$ cat config.mk
export PLATFORM = sky130hd
export DESIGN_NAME = settle_timer
export DESIGN_NICKNAME = d
export VERILOG_FILES = /design/src/rtl/gate_response_checker_settle_timer.sv
export SDC_FILE = /design/constraint.sdc
export NUM_CORES = 1
export LEC_CHECK = 0
export ABC_AREA = 1
export CORE_AREA = 2 2 39 41
export DETAILED_ROUTE_END_ITERATION = 16
export DIE_AREA = 0 0 41 43
export PLACE_DENSITY_LB_ADDON = 0.08
export REMOVE_ABC_BUFFERS = 1
export SLEW_MARGIN = 20
export SYNTH_ARGS = -nofsm -noshare
export SYNTH_HDL_FRONTEND = slang
export SYNTH_SLANG_ARGS = --single-unit
$ cat constraint.sdc
create_clock -name clk -period 3.15 [get_ports clk]
set_clock_uncertainty 0.2 [all_clocks]
set_input_delay 0.63 -clock clk [delete_from_list [all_inputs] [get_ports clk]]
set_output_delay 0.63 -clock clk [all_outputs]
set_load 0.005 [all_outputs]
$ cat src/rtl/gate_response_checker_settle_timer.sv
// Loadable down-counter that measures how long a stimulus vector has been
// held. tc is high while the count sits at zero.
module settle_timer #(
   parameter int W = 4
) (
   input  logic         clk,
   input  logic         rst_n,
   input  logic         load,
   input  logic [W-1:0] load_val,
   input  logic         en,
   output logic         tc
);

   logic [W-1:0] cnt;

   // Load takes priority; otherwise count down while enabled and stop at zero.
   always_ff @(posedge clk) begin
      if (!rst_n) begin
         cnt <= '0;
      end else if (load) begin
         cnt <= load_val;
      end else if (en && (cnt != '0)) begin
         cnt <= cnt - 1'b1;
      end
   end

   assign tc = (cnt == '0);

endmodule

==> summary.md, run 1 <==
| Metric | Value |
|---|---|
| Status | completed |
| Met1 usage | about an eighth |
| GRT busiest layer | met1 |
| First-pass GRT wire length | roughly 1200 um |
| Die Y-Extent | roughly 43 um |
| Sequential area share after synthesis | between 20% and 30% |
| Antenna-violating nets left | 0 |
| Setup bufs post-CTS | 0 |
| Hold path start | cnt[3] |
| Setup crit start kind | register |
| RSZ-0062 raised after global routing | false |
| Routed wire length | between 500 and 600 um |
| Finish-stage setup viols | 0 |
| GRT Residual Overflow | 0 |
| Yosys reg bits | 4 |
| Core area | about 0.0014 sq mm |
| IO Pins | 9 |
| Syn-to-layout area delta | 44.7% |
| Leak | about 0.19 nW |
| Max Fanout on Critical Path | 3 |
| Max reg flops | 4 |
| Initial core utilization | 19.8% |
| Final Wtd Congestion | approximately 0.66 |
| Crit. End Element | primary output |
| Crit Path Class | reg -> out |
| Seq. cell area | ~80 sq um |
| Buffers on Ports | 8 |
| Cell count after synthesis | 41 |
| Pins Over Slew Limit | 0 |
| Met2 Resource Use GR | a little over an eighth |
| Clk_lat worst skew | ~0.24 ns |
| Gate power share | a little under a third |
| DR vias/cell | slightly above 4 |
| DRT Pass-1 Iters | 1 |
| Switch Pwr | roughly 0.056 mW |
| Sequential share of power | about 33% |
| CTS buffer count | 3 |
| Final worst path period share | between 70% and 80% |
| Vias | 282 |
| Int Power | about 0.13 mW |
| Vias in the first global route | 291 |
| Setup slack after layout | just over 0.8 ns |
| CP required | around 2.3 ns |
| # hold bufs at CTS | 0 |
| Multi-input gate area | 163 sq um |
| Worst R2R End | cnt[1] |
| Net Sw Frac | between 30% and 40% |
| Fin crit period | 2.34 ns |
| Largest registers | cnt (4) |
| CTS tree | built |
| Worst vdd ir | approximately 250 uV |
| Yosys top cell area share | slightly below 30% |
| R2R Setup Slk | 1.75 ns |
| Synth top area cells | dfxtp_1 (29%), nand2_1 (11%), nand2_4 (8.2%), nor2_1 (8.2%), inv_1 (6.8%) |
| Hold EP | cnt[3] |
| Largest net degree at the start of global routing | 8 |
| Power Density | approximately 460 mW/mm^2 |
| HPWL Detailed | 491 um |
| Synthesis warning total | 0 |
| Diode count | 0 |
| Asr flop ratio synth | 0% |
| Clk buf depth | 2 |
| Setup Slack @ Placement | 1.04 ns |
| Worst Hold Class | reg -> reg |
| Clk root buf | clkbuf_4 |
| DRT iter0 DRCs | 0 |
| Maximum clock frequency | approximately 430 MHz |
| Clock power share | a little over a third |
| Num Clock Sinks | 4 |
| CTS resizes | 0 |
| Remaining DRCs | 0 |
| Share of cells above drive strength 1 | between 10% and 20% |
| Reg2Reg Depth | 8 |
| Netlist Area Pre-Place | roughly 270 sq um |
| Per-cell routed wire length | ~8.6 um |
| Slew @ Worst Pin | about 0.16 ns |
| Area leader, netlist | dfxtp_1 |
| Antenna violations before repair | 0 |
| GR Util met3 | 6.28% |
| Mean Syn Cell Area | 6.68 sq um |
| Worst r2r src | cnt[0] |
| Hold path depth | 2 |
| WP data arrival | 1.51 ns |
| H-tree depth | 1 |
| Max_cap viols | 0 |
| Largest Register | cnt |
| CTS clk-pin slew, worst paths | 0.04 ns |
| Final nets | 63 |
| Hold Violations, Final | 0 |
| Synth cell types | 16 |
| Die area | ~0.0018 sq mm |
| Cell Rows | 14 |
| Slew margin rel. | 89.3% |
| Die Span X | around 41 um |
| Setup TNS | 0 ns |
| Top_reg_cell synth | dfxtp_1 |
| GRT Util Overall | between 10% and 20% |
| Post-synth EDFFs | 0 |
| Fill cell count | approximately 160 |
[synthesized netlist by cell type, types with 2 or more instances]
cell,n
nand2_1,8
nor2_1,6
inv_1,5
dfxtp_1,4
nand3_1,3
o21ai_0,3
inv_2,2
nand2_4,2
[stage by stage]
step           util, %  cells  hold slack [ns]  power [mW]  area (sq um)
3_3_place_gp      27.0     65            0.286       0.120           374
3_5_place_dp      27.0     65            0.297       0.121           374
4_1_cts           28.7     68            0.302       0.188           397
6_report          28.7     68            0.299       0.184           397
5_1_grt           28.7     68            0.322       0.202           397
2_1_floorplan        -     41            0.266      0.0992           274
[critical path, stage by stage (launching register included)]
cell,delay [ns]
dfxtp_1,0.31
inv_1,0.09
ha_1,0.20
nand3_2,0.12
inv_1,0.07
clkdlybuf4s50_1,0.49
[worst max path at each step]
stage	startpoint	endpoint	slack (ns)	depth (start not counted)
after floorplan	cnt[0]	tc	1.57	4
after global placement	cnt[0]	tc	1.07	5
after detailed placement	cnt[0]	tc	1.04	5
after CTS	cnt[0]	tc	0.79	5
after global routing	cnt[0]	tc	0.71	5
final	cnt[0]	tc	0.81	5
[cells by family (layout without fill, tap and decap cells)]
| group | after synthesis | after routing | share of synthesized area (%) |
|---|---|---|---|
| DFF | 4 | 4 | 29.2 |
| buffers and inverters | 8 | 19 | 11.4 |
| AOI/OAI and AO/OA | 6 | 6 | 12.8 |
| and+or+nand+nor | 21 | 21 | 38.8 |
| xor gates and xnor gates | 1 | 1 | 3.20 |
| adders and majority gates | 1 | 1 | 4.57 |
[layout make-up]
| class | instances | area share (%) |
|---|---|---|
| inverters | 8 | 7.89 |
| repair buffers | 8 | 20.2 |
| well taps | 16 | 5.05 |
| clock buffers | 3 | 5.68 |
| multi-input cells | 29 | 41.0 |
| flip-flops and latches | 4 | 20.2 |
[power by group through the flow]
stage / combinational (mW) / sequential, mW / clock (mW)
after floorplan: 0.0381 / 0.0610 / 0
after global placement: 0.0582 / 0.0622 / 0
after detailed placement: 0.0592 / 0.0622 / 0
after CTS: 0.0595 / 0.0614 / 0.0672
after global routing: 0.0678 / 0.0624 / 0.0719
final: 0.0580 / 0.0614 / 0.0643
[routing by layer]
layer  part of all wire [%]  wire (um)
met2                     44        258
met4                      0          0
met3                    8.2         48
met5                      0          0
met1                     47        276
[cell usage in the layout (no fill, tap or decap), drive strengths merged]
cell,synthesis,layout
dfxtp,4,4
clkdlybuf4s50,0,8
nor2,6,6
ha,1,1
xor2,1,1
o22ai,1,1
or2,1,1
nand2,10,10
o21ai,3,3
nand3,4,4
clkinv,1,1
inv,7,7
a21oi,2,2
clkbuf,0,3
(Power assumes the default switching activity.)
==> run 2: changes to the inputs <==
- clock period: 3.15 -> 2.44 ns (I/O delays scaled with it)
==> run 2 against run 1 <==
Clock power is 24% higher. Sequential share of layout area stayed put. Die area stayed put. Critical path type unchanged. Largest power group unchanged. Register-to-register slack worse by 0.72 ns.
==> summary.md, run 2 (synthesis gave the netlist of run 1 again) <==
| Metric | Value |
|---|---|
| Crit. End Element | primary output |
| Max reg flops | 4 (unchanged) |
| Vias in the first global route | 245 (-16%) |
| CTS tree | built |
| Slew @ Worst Pin | 0.205 ns (+0.0464 ns) |
| DR vias/cell | 4.18 (+0.71%) |
| Leak | 0.188 nW (unchanged) |
| Vias | 284 (+0.71%) |
| Biggest cell delay along the critical path | 0.49 ns (about the same) |
| H-tree depth | 1 (unchanged) |
| Slew margin rel. | 86.2% (-3.1 points) |
| CTS buffer count | 3 (unchanged) |
| Largest Register | cnt |
| Clk root buf | clkbuf_4 |
| Remaining DRCs | 0 (unchanged) |
| Design area | 397 sq um (unchanged) |
| Setup bufs post-CTS | 0 (unchanged) |
| Largest registers | cnt (4) |
| Setup TNS | 0 ns (unchanged) |
| Buffers on Ports | 8 (unchanged) |
| Setup crit start kind | register |
| Fill cell count | 152 (-2.6%) |
| Routed wire length | 587 um (+0.69%) |
| Syn-to-layout area delta | 44.7% (unchanged) |
| Finish-stage setup viols | 0 (unchanged) |
| RSZ-0062 raised after global routing | false |
| Clk_lat worst skew | 0.23 ns (about the same) |
| Initial core utilization | 19.8% (unchanged) |
| WP data arrival | 1.51 ns (about the same) |
| Setup slack after layout | 0.241 ns (-0.569 ns) |
| Worst Hold Class | reg -> reg |
| GRT Util Overall | 9.82% (-0.32 points) |
| Most frequent cells in the layout | nand2_1 (8), clkdlybuf4s50_1 (8), nor2_1 (6) |
| Worst vdd ir | 219 uV (-13%) |
| Final worst path period share | around nine tenths |
| Per-cell routed wire length | 8.63 um (+0.69%) |
| Placed cell areas | 374 sq um (unchanged) |
| Die Y-Extent | 43 um (unchanged) |
| Max Fanout on Critical Path | 3 (unchanged) |
| Antenna violations before repair | 0 (unchanged) |
| Crit Path Class | reg -> out |
| Fin crit period | ~2.2 ns |
| Die Span X | 41 um (unchanged) |
| Antenna-violating nets left | 0 (unchanged) |
| CTS clk-pin slew, worst paths | 0.04 ns (about the same) |
| DRT Pass-1 Iters | 4 (+3) |
| CP most frequent cell | inv_1 |
| CP required | 1.75 ns (-0.57 ns) |
| Share of cells above drive strength 1 | 19.2% (unchanged) |
| IO Pins | 9 (unchanged) |
| Power Density | 591 mW/mm^2 (+28%) |
| GRT Residual Overflow | 0 (unchanged) |
| Ordered list of cells on the worst path | inv_1, ha_1, nand3_2, inv_1, clkdlybuf4s50_1 |
| Hold Violations, Final | 0 (unchanged) |
| Total chip power | 0.235 mW (+28%) |
| Cell Rows | 14 (unchanged) |
| Largest net degree at the start of global routing | 8 (unchanged) |
| Clk buf depth | 2 (unchanged) |
| Final Wtd Congestion | 0.685 (+3.1%) |
| Status | completed |
| Diode count | 0 (unchanged) |
| First-pass GRT wire length | 1100 um (-8.0%) |
| Maximum clock frequency | around 450 MHz |
| Worst Path Buf+Inv | 3 (unchanged) |
| Max_cap viols | 0 (unchanged) |
| Pins Over Slew Limit | 0 (unchanged) |
| Worst path top cell family by delay | buffers and inverters |
| HPWL Detailed | 490 um (-0.18%) |
| Final nets | 63 (unchanged) |
| Setup Slack @ Placement | 0.464 ns (-0.577 ns) |
| Die area | 0.00176 sq mm (unchanged) |
| Slowest cell on the critical path | clkdlybuf4s50_1 |
| Num Clock Sinks | 4 (unchanged) |
| DRT iter0 DRCs | 2 (+2) |
| Core area | 0.00138 sq mm (unchanged) |
| # hold bufs at CTS | 0 (unchanged) |
| CTS resizes | 0 (unchanged) |
[run 2: cell counts in the layout (fill, tap and decap cells not counted)]
Identical to the previous run, type by type.
[run 2: worst min-delay path, delay by kind of cell, from the launching register on]
| kind | cells | cell delay [ns] |
|---|---|---|
| and+or+nand+nor | 1 | 0.08 |
| DFF | 1 | 0.32 |
| AOI/OAI and AO/OA | 1 | 0.05 |
[run 2: power breakdown]
part | switching (mW) | internal (mW)
combinational | 0.0383 | 0.0370
sequential | 0.00599 | 0.0735
clock | 0.0250 | 0.0549
[run 2: cell type report]
cell class	count	area, sq um	share of cell area [%]
clock buffers	3	22.5	5.68
inverters	8	31.3	7.89
multi-input cells	29	163	41.0
flip-flops and latches	4	80.1	20.2
well taps	16	20.0	5.05
repair buffers	8	80.1	20.2
[run 2: through the flow]
| stage | instances | hold WS, ns | utilization [%] |
|---|---|---|---|
| global route | 68 | 0.320 | 28.7 |
| CTS | 68 | 0.296 | 28.7 |
| finish | 68 | 0.300 | 28.7 |
| detailed placement | 65 | 0.290 | 27.0 |
| global placement | 65 | 0.286 | 27.0 |
| floorplan | 41 | 0.266 | - |
[run 2: per-layer routing]
layer	up-vias	track usage, %	wire length, um
met1	122	11.8	272
met3	2	3.66	32
met4	0	10.0	8
li1	151	-	-
met5	-	0	0
met2	9	12.2	273
[run 2: path summary, 6_finish.rpt]
kind	from	to	slack, ns	cells past startpoint
worst max register to register	cnt[0]	cnt[1]	1.03	7
worst max-delay path	cnt[0]	tc	0.24	5
worst min register to register	cnt[3]	cnt[3]	0.30	2
worst min-delay path	cnt[3]	cnt[3]	0.30	2
